File: config.mk
export PLATFORM = sky130hd
export DESIGN_NAME = wave_sample_sequencer
export DESIGN_NICKNAME = d
export VERILOG_FILES = /design/src/rtl/wave_sample_sequencer.sv
export SDC_FILE = /design/constraint.sdc
export NUM_CORES = 1
export LEC_CHECK = 0
export ABC_AREA = 1
export CAP_MARGIN = 25
export CORE_MARGIN = 3
export CORE_UTILIZATION = 45
export CTS_BUF_LIST = sky130_fd_sc_hd__clkbuf_16
export CTS_CLUSTER_SIZE = 25
export DETAILED_ROUTE_END_ITERATION = 10
export PLACE_DENSITY = 0.7
export REMOVE_ABC_BUFFERS = 1
export SLEW_MARGIN = 20
export SYNTH_ARGS = -nofsm -noshare
export SYNTH_HDL_FRONTEND = slang
export SYNTH_SLANG_ARGS = --single-unit
export TNS_END_PERCENT = 30
File: constraint.sdc
create_clock -name Fg_CLK -period 2 [get_ports Fg_CLK]
set_input_delay 0.5 -clock Fg_CLK [delete_from_list [all_inputs] [get_ports Fg_CLK]]
set_output_delay 0.5 -clock Fg_CLK [all_outputs]
set_load 0.05 [all_outputs]
File: src/rtl/wave_sample_sequencer.sv
// wave_sample_sequencer: phase-accumulator sample fetcher feeding the DDS interpolator.
// Steps a 32-bit phase accumulator once every N = 10^Mode clocks, reads the waveform
// lookup memory at acc[31 -: ADDR_W] and presents adjacent sample pairs with an
// Enable strobe. Optional feature: define PHASE_SYNC_EN to add the Sync_In phase reset.
module wave_sample_sequencer #(
  parameter int unsigned ADDR_W  = 10,
  parameter int unsigned DATA_W  = 32,
  parameter int unsigned MEM_LAT = 1
) (
  input  logic              Fg_CLK,
  input  logic              RESETn,
  input  logic [2:0]        Mode,
  input  logic              Run,
  input  logic [31:0]       PhaseInc,
`ifdef PHASE_SYNC_EN
  input  logic              Sync_In,
`endif
  output logic              Mem_Rd,
  output logic [ADDR_W-1:0] Mem_Addr,
  input  logic [DATA_W-1:0] Mem_Data,
  output logic [DATA_W-1:0] Out1,
  output logic [DATA_W-1:0] Out2,
  output logic              Enable,
  output logic              Busy
);

  typedef enum logic [1:0] {
    S_IDLE,
    S_PRIME,
    S_RUN,
    S_DRAIN
  } state_t;

  state_t              state_q, state_d;
  logic [31:0]         acc_q, acc_d;
  logic [13:0]         cnt_q, cnt_d;
  logic [MEM_LAT-1:0]  vpipe_q, vpipe_d;
  logic                mem_rd_q, mem_rd_d;
  logic [ADDR_W-1:0]   mem_addr_q, mem_addr_d;
  logic [DATA_W-1:0]   out1_q, out1_d;
  logic [DATA_W-1:0]   out2_q, out2_d;
  logic                enable_q, enable_d;

  logic [13:0]         period_max;
  logic                data_vld;
  logic                fetch;
  logic                sync_apply;
  logic                sync_q;
  logic                sync_in_w;

`ifdef PHASE_SYNC_EN
  logic sync_d;

  assign sync_in_w = Sync_In;

  // Sync request is held until the next fetch consumes it; in IDLE the accumulator is cleared directly.
  always_comb begin
    sync_d = 1'b0;
    if (state_q != S_IDLE) begin
      sync_d = (sync_q | Sync_In) & ~fetch;
    end
  end

  // Sync request flag.
  always_ff @(posedge Fg_CLK or negedge RESETn) begin
    if (!RESETn) begin
      sync_q <= 1'b0;
    end else begin
      sync_q <= sync_d;
    end
  end
`else
  assign sync_q    = 1'b0;
  assign sync_in_w = 1'b0;
`endif

  // Terminal count of the period counter (N-1) for the selected mode.
  always_comb begin
    case (Mode)
      3'd0:    period_max = 14'd0;
      3'd1:    period_max = 14'd9;
      3'd2:    period_max = 14'd99;
      3'd3:    period_max = 14'd999;
      3'd4:    period_max = 14'd9999;
      default: period_max = 14'd0;
    endcase
  end

  assign data_vld = vpipe_q[MEM_LAT-1];

  // Next-state, fetch issue and sample-pair update.
  always_comb begin
    state_d    = state_q;
    acc_d      = acc_q;
    cnt_d      = cnt_q;
    mem_rd_d   = 1'b0;
    mem_addr_d = mem_addr_q;
    out1_d     = out1_q;
    out2_d     = out2_q;
    enable_d   = 1'b0;
    fetch      = 1'b0;
    sync_apply = sync_q | sync_in_w;
    // The valid pipe follows the registered read strobe, so its last stage lines up with Mem_Data.
    vpipe_d    = (vpipe_q << 1) | MEM_LAT'(mem_rd_q);

    unique case (state_q)
      S_IDLE: begin
        if (Run) begin
          fetch   = 1'b1;
          state_d = S_PRIME;
        end else if (sync_in_w) begin
          acc_d = '0;
        end
      end
      S_PRIME: begin
        // Priming only loads the newest sample; no Enable for the first pair.
        if (data_vld) begin
          out2_d  = Mem_Data;
          cnt_d   = '0;
          state_d = S_RUN;
        end
      end
      S_RUN: begin
        if (data_vld) begin
          out1_d   = out2_q;
          out2_d   = Mem_Data;
          enable_d = 1'b1;
        end
        // >= so that shrinking N mid-count ticks on the very next cycle.
        if (!Run) begin
          state_d = S_DRAIN;
        end else if (cnt_q >= period_max) begin
          fetch = 1'b1;
          cnt_d = '0;
        end else begin
          cnt_d = cnt_q + 14'd1;
        end
      end
      S_DRAIN: begin
        if (data_vld) begin
          out1_d   = out2_q;
          out2_d   = Mem_Data;
          enable_d = 1'b1;
        end
        cnt_d = '0;
        if ((vpipe_q == '0) && !mem_rd_q) begin
          state_d = S_IDLE;
        end
      end
      default: state_d = S_IDLE;
    endcase

    if (fetch) begin
      mem_rd_d   = 1'b1;
      mem_addr_d = sync_apply ? '0 : acc_q[31 -: ADDR_W];
      acc_d      = sync_apply ? PhaseInc : acc_q + PhaseInc;
    end
  end

  // State and registered outputs.
  always_ff @(posedge Fg_CLK or negedge RESETn) begin
    if (!RESETn) begin
      state_q    <= S_IDLE;
      acc_q      <= '0;
      cnt_q      <= '0;
      vpipe_q    <= '0;
      mem_rd_q   <= 1'b0;
      mem_addr_q <= '0;
      out1_q     <= '0;
      out2_q     <= '0;
      enable_q   <= 1'b0;
    end else begin
      state_q    <= state_d;
      acc_q      <= acc_d;
      cnt_q      <= cnt_d;
      vpipe_q    <= vpipe_d;
      mem_rd_q   <= mem_rd_d;
      mem_addr_q <= mem_addr_d;
      out1_q     <= out1_d;
      out2_q     <= out2_d;
      enable_q   <= enable_d;
    end
  end

  assign Mem_Rd   = mem_rd_q;
  assign Mem_Addr = mem_addr_q;
  assign Out1     = out1_q;
  assign Out2     = out2_q;
  assign Enable   = enable_q;
  assign Busy     = (state_q != S_IDLE);

endmodule

==> out/metrics.yaml, run 1 <==
floorplan:
  die_w_um: 137.6
  core_region_area_um2: 16760
  die_y_um: 137.6
  rows: 47
  die-area_um2: 18920
  pin_count: 147
  start_util: 0.4647
placement:
  io_buffers: 146
  dp_cells: 1535
  place_hpwl_um: 16730
  preCtsSetupSlack_ns: -0.9810
  place.gp.congestion: 0.9886
pwr:
  p_per_area_nw_per_um2: 1611
  total_power_mw: 18.64
  p_leak_nw: 6.200
  ir_drop_mv: 0.9867
clock_network:
  cts.sinks: 125
  root_buffer: "clkbuf_16"
  htree_levels: 4
  ctsHoldBuffers: 0
  clockBufferDepth: 2
  cts_buffers: 17
  clk_pin_slew_ns: 0.06
  cts_tree: "done"
  clock_latency_ns: 0.42
sta:
  max-slew-margin-rel: 0.6464
  final.min_clock_period_ns: 2.069
  hold_slack_ns: 0.03496
  worst_pin_slew_ns: 0.5283
  fin_skew_ns: 0.009540
  setup_ws_ns: -0.06896
  fmax_mhz: 483.3
  setup_viol_count_final: 54
  hold_viol: 0
  maxSlewViolCount: 0
  period_share: 1.034
  rsz0062_at_grt: "true"
setup_path:
  cp_common_cell: "nand2_1"
  slowest_delay_ns: 0.46
  cp_data_required_time_ns: 2.31
  path_max_fanout: 3
  start_kind: "input port"
  end_kind: "register"
  slowest_stage: "clkdlybuf4s50_1"
  critical_path_class: "in -> reg"
  crit_chain: "clkdlybuf4s50_1, ha_1, buf_4, nand2_1, nand2_1, a21oi_1, nand2_1, a21oi_2, nand3_1, nand3_2, nand2_1"
  arrival_ns: 2.38
routing:
  initialDrtViolationCount: 460
  postRouteAntennaNets: 0
  dr_total_vias: 7943
  route.detailed.drc: 0
  routedWlPerCell_um: 15.43
  drtPass1Iterations: 8
  routed_via_density: 5.008
  finalWirelength_um: 24480
synthesis:
  synth-seq-cells: 125
  synth_common_cells: "374 x nand2_1, 169 x inv_1, 125 x dfrtp_1"
  syn_area_um2: 7789
  postSynthCellCount: 1093
  synthFlopType: "dfrtp_1"
  ys_seq_area_frac: 0.4016
  synthTopCellsByArea: "dfrtp_1 40%, nand2_1 18%, inv_1 8.1%, ha_1 7.6%, nand3_1 6.2%"
  synth-xor-area-share: 0.02586
  yosys.area_share.simple: 0.3166
  synth_top_family_by_area: "simple AND/OR/NAND/NOR gates"
  synth_area_per_cell_um2: 7.126
  synth.most_common_cell: "nand2_1"
  yosysTopAreaCell: "dfrtp_1"
  muxShareOfSynthArea: 0.007229
  synthAdderAreaFrac: 0.07807
  netlist.area_leader.share: 0.4016
  ys_types: 36
  synth_edf_count: 0
  synth_compound_area_frac: 0.07084
  yosysWarnings: 0
  synthArstFlopShare: 1.000
global_routing:
  grt_antenna_before_repair: 0
  grt-ovfl-total: 0
  grt_pass1_wl_um: 37630
  grt_start_max_net_pins: 36
  grt_pass1_vias: 7663
  grt_use_total: 0.2533
final_layout:
  layout-drive-gt1-share: 0.2562
  fill_cells: 1392
  post-route-util: 0.6903
  num_antenna_cells: 0
  nets: 1472
  fin_cells: 1586
  syn_to_final_growth_pct: 48.55
run:
  maxCapViolCount: 0
status:
  status: "finished, violations left"
  violations: "negative setup slack"
hold_path:
  hold_class: "in -> async"
## metal layers
| layer | track usage | share of wire |
|---|---|---|
| met1 | 0.3340 | 0.43 |
| met2 | 0.4208 | 0.49 |
| met3 | 0.04638 | 0.053 |
| met4 | 0.08259 | 0.031 |
| met5 | 0 | 0 |
## cells by family after synthesis
group | Yosys count
AND/OR/NAND/NOR | 591
AO/OA/AOI/OAI | 105
buffers and inverters | 196
adder cells (fa/ha/maj) | 48
flip-flops | 125
XOR/XNOR | 23
multiplexers | 5
## power breakdown
| group | total, mW | switching (mW) | leakage [nW] | internal, mW |
|---|---|---|---|---|
| registers | 4.31 | 0.705 | 1.54 | 3.61 |
| logic | 11.4 | 7.31 | 4.39 | 4.08 |
| clock network | 2.95 | 1.25 | 0.271 | 1.70 |
## sequential cells by signal, summed over array words and instances (netlist names)
name	cells
Enable	1
Mem_Addr	10
Mem_Rd	1
Out1	32
Out2	32
acc_q	32
cnt_q	14
data_vld	1
state_q	2
## area by class of cell
type | count | area, um2 | area share
Clock buffer | 17 | 425.4 | 0.03677
Clock inverter | 14 | 118.9 | 0.01027
Inverter | 172 | 650.6 | 0.05623
Multi-Input combinational cell | 779 | 4639 | 0.4010
Sequential cell | 125 | 3128 | 0.2704
Tap cell | 220 | 275.3 | 0.02379
Timing Repair Buffer | 259 | 2332 | 0.2016
## layout by cell type (no fill, tap or decap), drive strengths merged
cell type      count
and2               6
dlymetal6s2s       1
dfrtp            125
clkinvlp           1
or2                1
nor3              13
nand2            386
o21ai             40
xnor2              2
clkinv             8
clkbuf            17
o22ai              4
dlygate4sd2       21
nand4              7
nand3b             2
fa                 1
a21oi             56
mux2               5
bufinv             1
nand3             98
o21bai             2
xor2              21
o2111ai            1
inv              176
buf              175
a21o               2
clkdlybuf4s50     62
ha                47
nor2              85
## per-stage QoR
step / cell area (um2) / setup TNS, ns
5_1_grt: 11570 / -7.662
2_1_floorplan: 7657 / -65.05
4_1_cts: 11220 / -0.2121
3_3_place_gp: 10090 / -47.51
6_report: 11570 / -2.111
3_5_place_dp: 10090 / -51.09
## path summary, 6_finish.rpt
check | to | depth (start not counted) | start | slack [ns]
max in group asynchronous | cnt_q[0]$_DFFE_PN0P_ | 2 | RESETn | 1.35
min | Out2[12]$_DFFE_PN0P_ | 1 | RESETn | 0.03
min in group Fg_CLK | data_vld$_DFF_PN0_ | 0 | Mem_Rd$_DFF_PN0_ | 0.41
min reg2reg | data_vld$_DFF_PN0_ | 0 | Mem_Rd$_DFF_PN0_ | 0.41
max reg2reg | acc_q[9]$_DFFE_PN0P_ | 10 | cnt_q[13]$_DFFE_PN0P_ | 0.03
max | acc_q[30]$_DFFE_PN0P_ | 11 | PhaseInc[21] | -0.07
## repair_timing
action | in CTS | in global routing
gates resized for setup | 120 | 77
buffers inserted | 11 | 1
pin swaps | 17 | 29
gates cloned | 6 | 4
endpoints found under the setup margin | 76 | 57
## critical path, delay by kind of cell
| kind | cells | cell delay, ns |
|---|---|---|
| buf+inv | 2 | 0.62 |
| fa+ha+maj | 1 | 0.36 |
| compound gates | 2 | 0.37 |
| simple gates | 6 | 0.54 |
(Power assumes the default switching activity.)
==> run 2: changes to the inputs <==
- CORE_ASPECT_RATIO: default -> 0.7
==> run 2 against run 1 <==
Net effect:
- global-route usage up 1.0 points
- register-to-register slack worse by 0.06 ns
- the flow still finishes with violations (negative setup slack)
- total power is 2.8% higher
- clock power grew 7.8%
- non-clock buffer count shrank 6
==> out/metrics.yaml, run 2 (synthesis gave the netlist of run 1 again) <==
status:
  status: "finished, violations left"
  violations: "negative setup slack"
final_layout:
  layout_commonest_cell: "nand2_1"
  multi_input_area_um2: 4643
  layout-drive-gt1-share: 0.2697
  post-route-util: 0.6946
  fin_cells: 1582
  register_area_um2: 3128
  syn_to_final_growth_pct: 48.40
  nets: 1462
  num_antenna_cells: 0
  fill_cells: 1331
  layout_common_cells: "341 x nand2_1, 164 x inv_1, 159 x buf_4, 125 x dfrtp_1"
clock_network:
  cts_buffers: 17
  cts_tree: "done"
  clock_latency_ns: 0.43
  root_buffer: "clkbuf_16"
  clk_pin_slew_ns: 0.06
  clockBufferDepth: 2
  cts.sinks: 125
  htree_levels: 4
sta:
  fin_skew_ns: 0.01089
  hold_viol: 0
  setup_ws_ns: -0.06018
  worst_pin_slew_ns: 0.4988
  setup_tns_ns: -0.6484
  final.min_clock_period_ns: 2.060
  maxSlewViolCount: 0
  rsz0062_at_grt: "true"
  period_share: 1.030
  fmax_mhz: 485.4
  setup_viol_count_final: 20
  max-slew-margin-rel: 0.6688
setup_path:
  arrival_ns: 2.38
  cp_data_required_time_ns: 2.32
  cp_common_cell: "nand2_1"
  end_kind: "register"
  regToRegSetupSlack_ns: -0.03
  path_max_fanout: 9
  crit_chain: "buf_6, inv_4, nor3_4, buf_4, a21oi_2, o21ai_1, ha_1, nand2_1, nor2_1, nand4_1, nand3_4, nand2_8, buf_12, buf_16, nand3_1, nand2_1"
  cp.buffers_inverters: 5
  start_kind: "input port"
  critical_path_class: "in -> reg"
  slowest_delay_ns: 0.27
  slowest_stage: "ha_1"
  path_delay_family: "simple AND/OR/NAND/NOR gates"
routing:
  finalWirelength_um: 25010
  drtPass1Iterations: 5
  routed_via_density: 5.058
  initialDrtViolationCount: 596
  route.detailed.drc: 0
  route.top_layer_used: "met4"
  routed-wl-met2_um: 10540
  dr_total_vias: 8001
  route.met3.wl_um: 2186
  met1_length_um: 11910
  routedWlPerCell_um: 15.81
  postRouteAntennaNets: 0
placement:
  preCtsSetupSlack_ns: -1.018
  io_buffers: 146
  place.gp.congestion: 0.9618
  place_hpwl_um: 17070
  dp_cells: 1531
floorplan:
  pin_count: 147
  die_w_um: 163.2
  die_y_um: 116.1
  rows: 39
  start_util: 0.4681
  core_region_area_um2: 16640
  die-area_um2: 18950
global_routing:
  grt_pass1_vias: 7609
  grt_pass1_wl_um: 39130
  grt_start_max_net_pins: 34
  grt_antenna_before_repair: 0
  grt-ovfl-total: 0
  grt_use_total: 0.2635
pwr:
  p_per_area_nw_per_um2: 1658
  total_power_mw: 19.16
  p_leak_nw: 6.146
  ir_drop_mv: 1.121
run:
  maxCapViolCount: 0
hold_path:
  hold_class: "in -> async"
[run 2: layout make-up]
cell class,count,area share
Clock inverter,15,0.01429
Tap cell,225,0.02436
Clock buffer,17,0.03680
Inverter,172,0.05651
Sequential cell,125,0.2706
Multi-Input combinational cell,775,0.4017
Timing Repair Buffer,253,0.1957
[run 2: report_power, final]
group / switching (mW) / internal, mW / total [mW]
clock: 1.40 / 1.78 / 3.18
sequential: 0.741 / 3.61 / 4.35
combinational: 7.43 / 4.20 / 11.6
total: 9.57 / 9.59 / 19.2
[run 2: stage by stage]
step | instance area [um2] | hold WS, ns
after floorplan | 7657 | 0.2044
after global placement | 10020 | 0.4035
final | 11560 | 0.01493
after CTS | 11100 | 0.02922
after global routing | 11560 | 0.03245
after detailed placement | 10020 | 0.4038
[run 2: worst reg2reg max path: stages, from the launching register on]
cell and delay [ns]:
dfrtp_1 0.41, ha_1 0.34, a21oi_1 0.14, o21ai_1 0.12
a21oi_2 0.18, nand3_4 0.14, nand2_8 0.17, buf_12 0.15
nand2_8 0.10, nand2_4 0.12, nand2_2 0.05
[run 2: what timing repair did]
item,CTS,global route
hold buffers,0,0
gates cloned,5,0
gates resized for setup,99,98
setup buffers,12,2
setup endpoints to repair,69,57
pin swaps,30,26
[run 2: path summary, 6_finish.rpt]
path / end / depth (start not counted) / startpoint
setup / recovery: acc_q[18]$_DFFE_PN0P_ / 16 / Mode[2]
hold / removal: Out1[2]$_DFFE_PN0P_ / 1 / RESETn
setup reg to reg: Mem_Addr[2]$_DFFE_PN0P_ / 10 / cnt_q[13]$_DFFE_PN0P_
hold reg to reg: data_vld$_DFF_PN0_ / 0 / Mem_Rd$_DFF_PN0_
max in group asynchronous: Mem_Addr[9]$_DFFE_PN0P_ / 2 / RESETn
min in group Fg_CLK: data_vld$_DFF_PN0_ / 0 / Mem_Rd$_DFF_PN0_
[run 2: per-layer routing]
| layer | vias up | GRT usage |
|---|---|---|
| li1 | 3934 | - |
| met1 | 3736 | 0.3930 |
| met2 | 292 | 0.3759 |
| met3 | 39 | 0.07753 |
| met4 | 0 | 0.06366 |
| met5 | - | 0 |
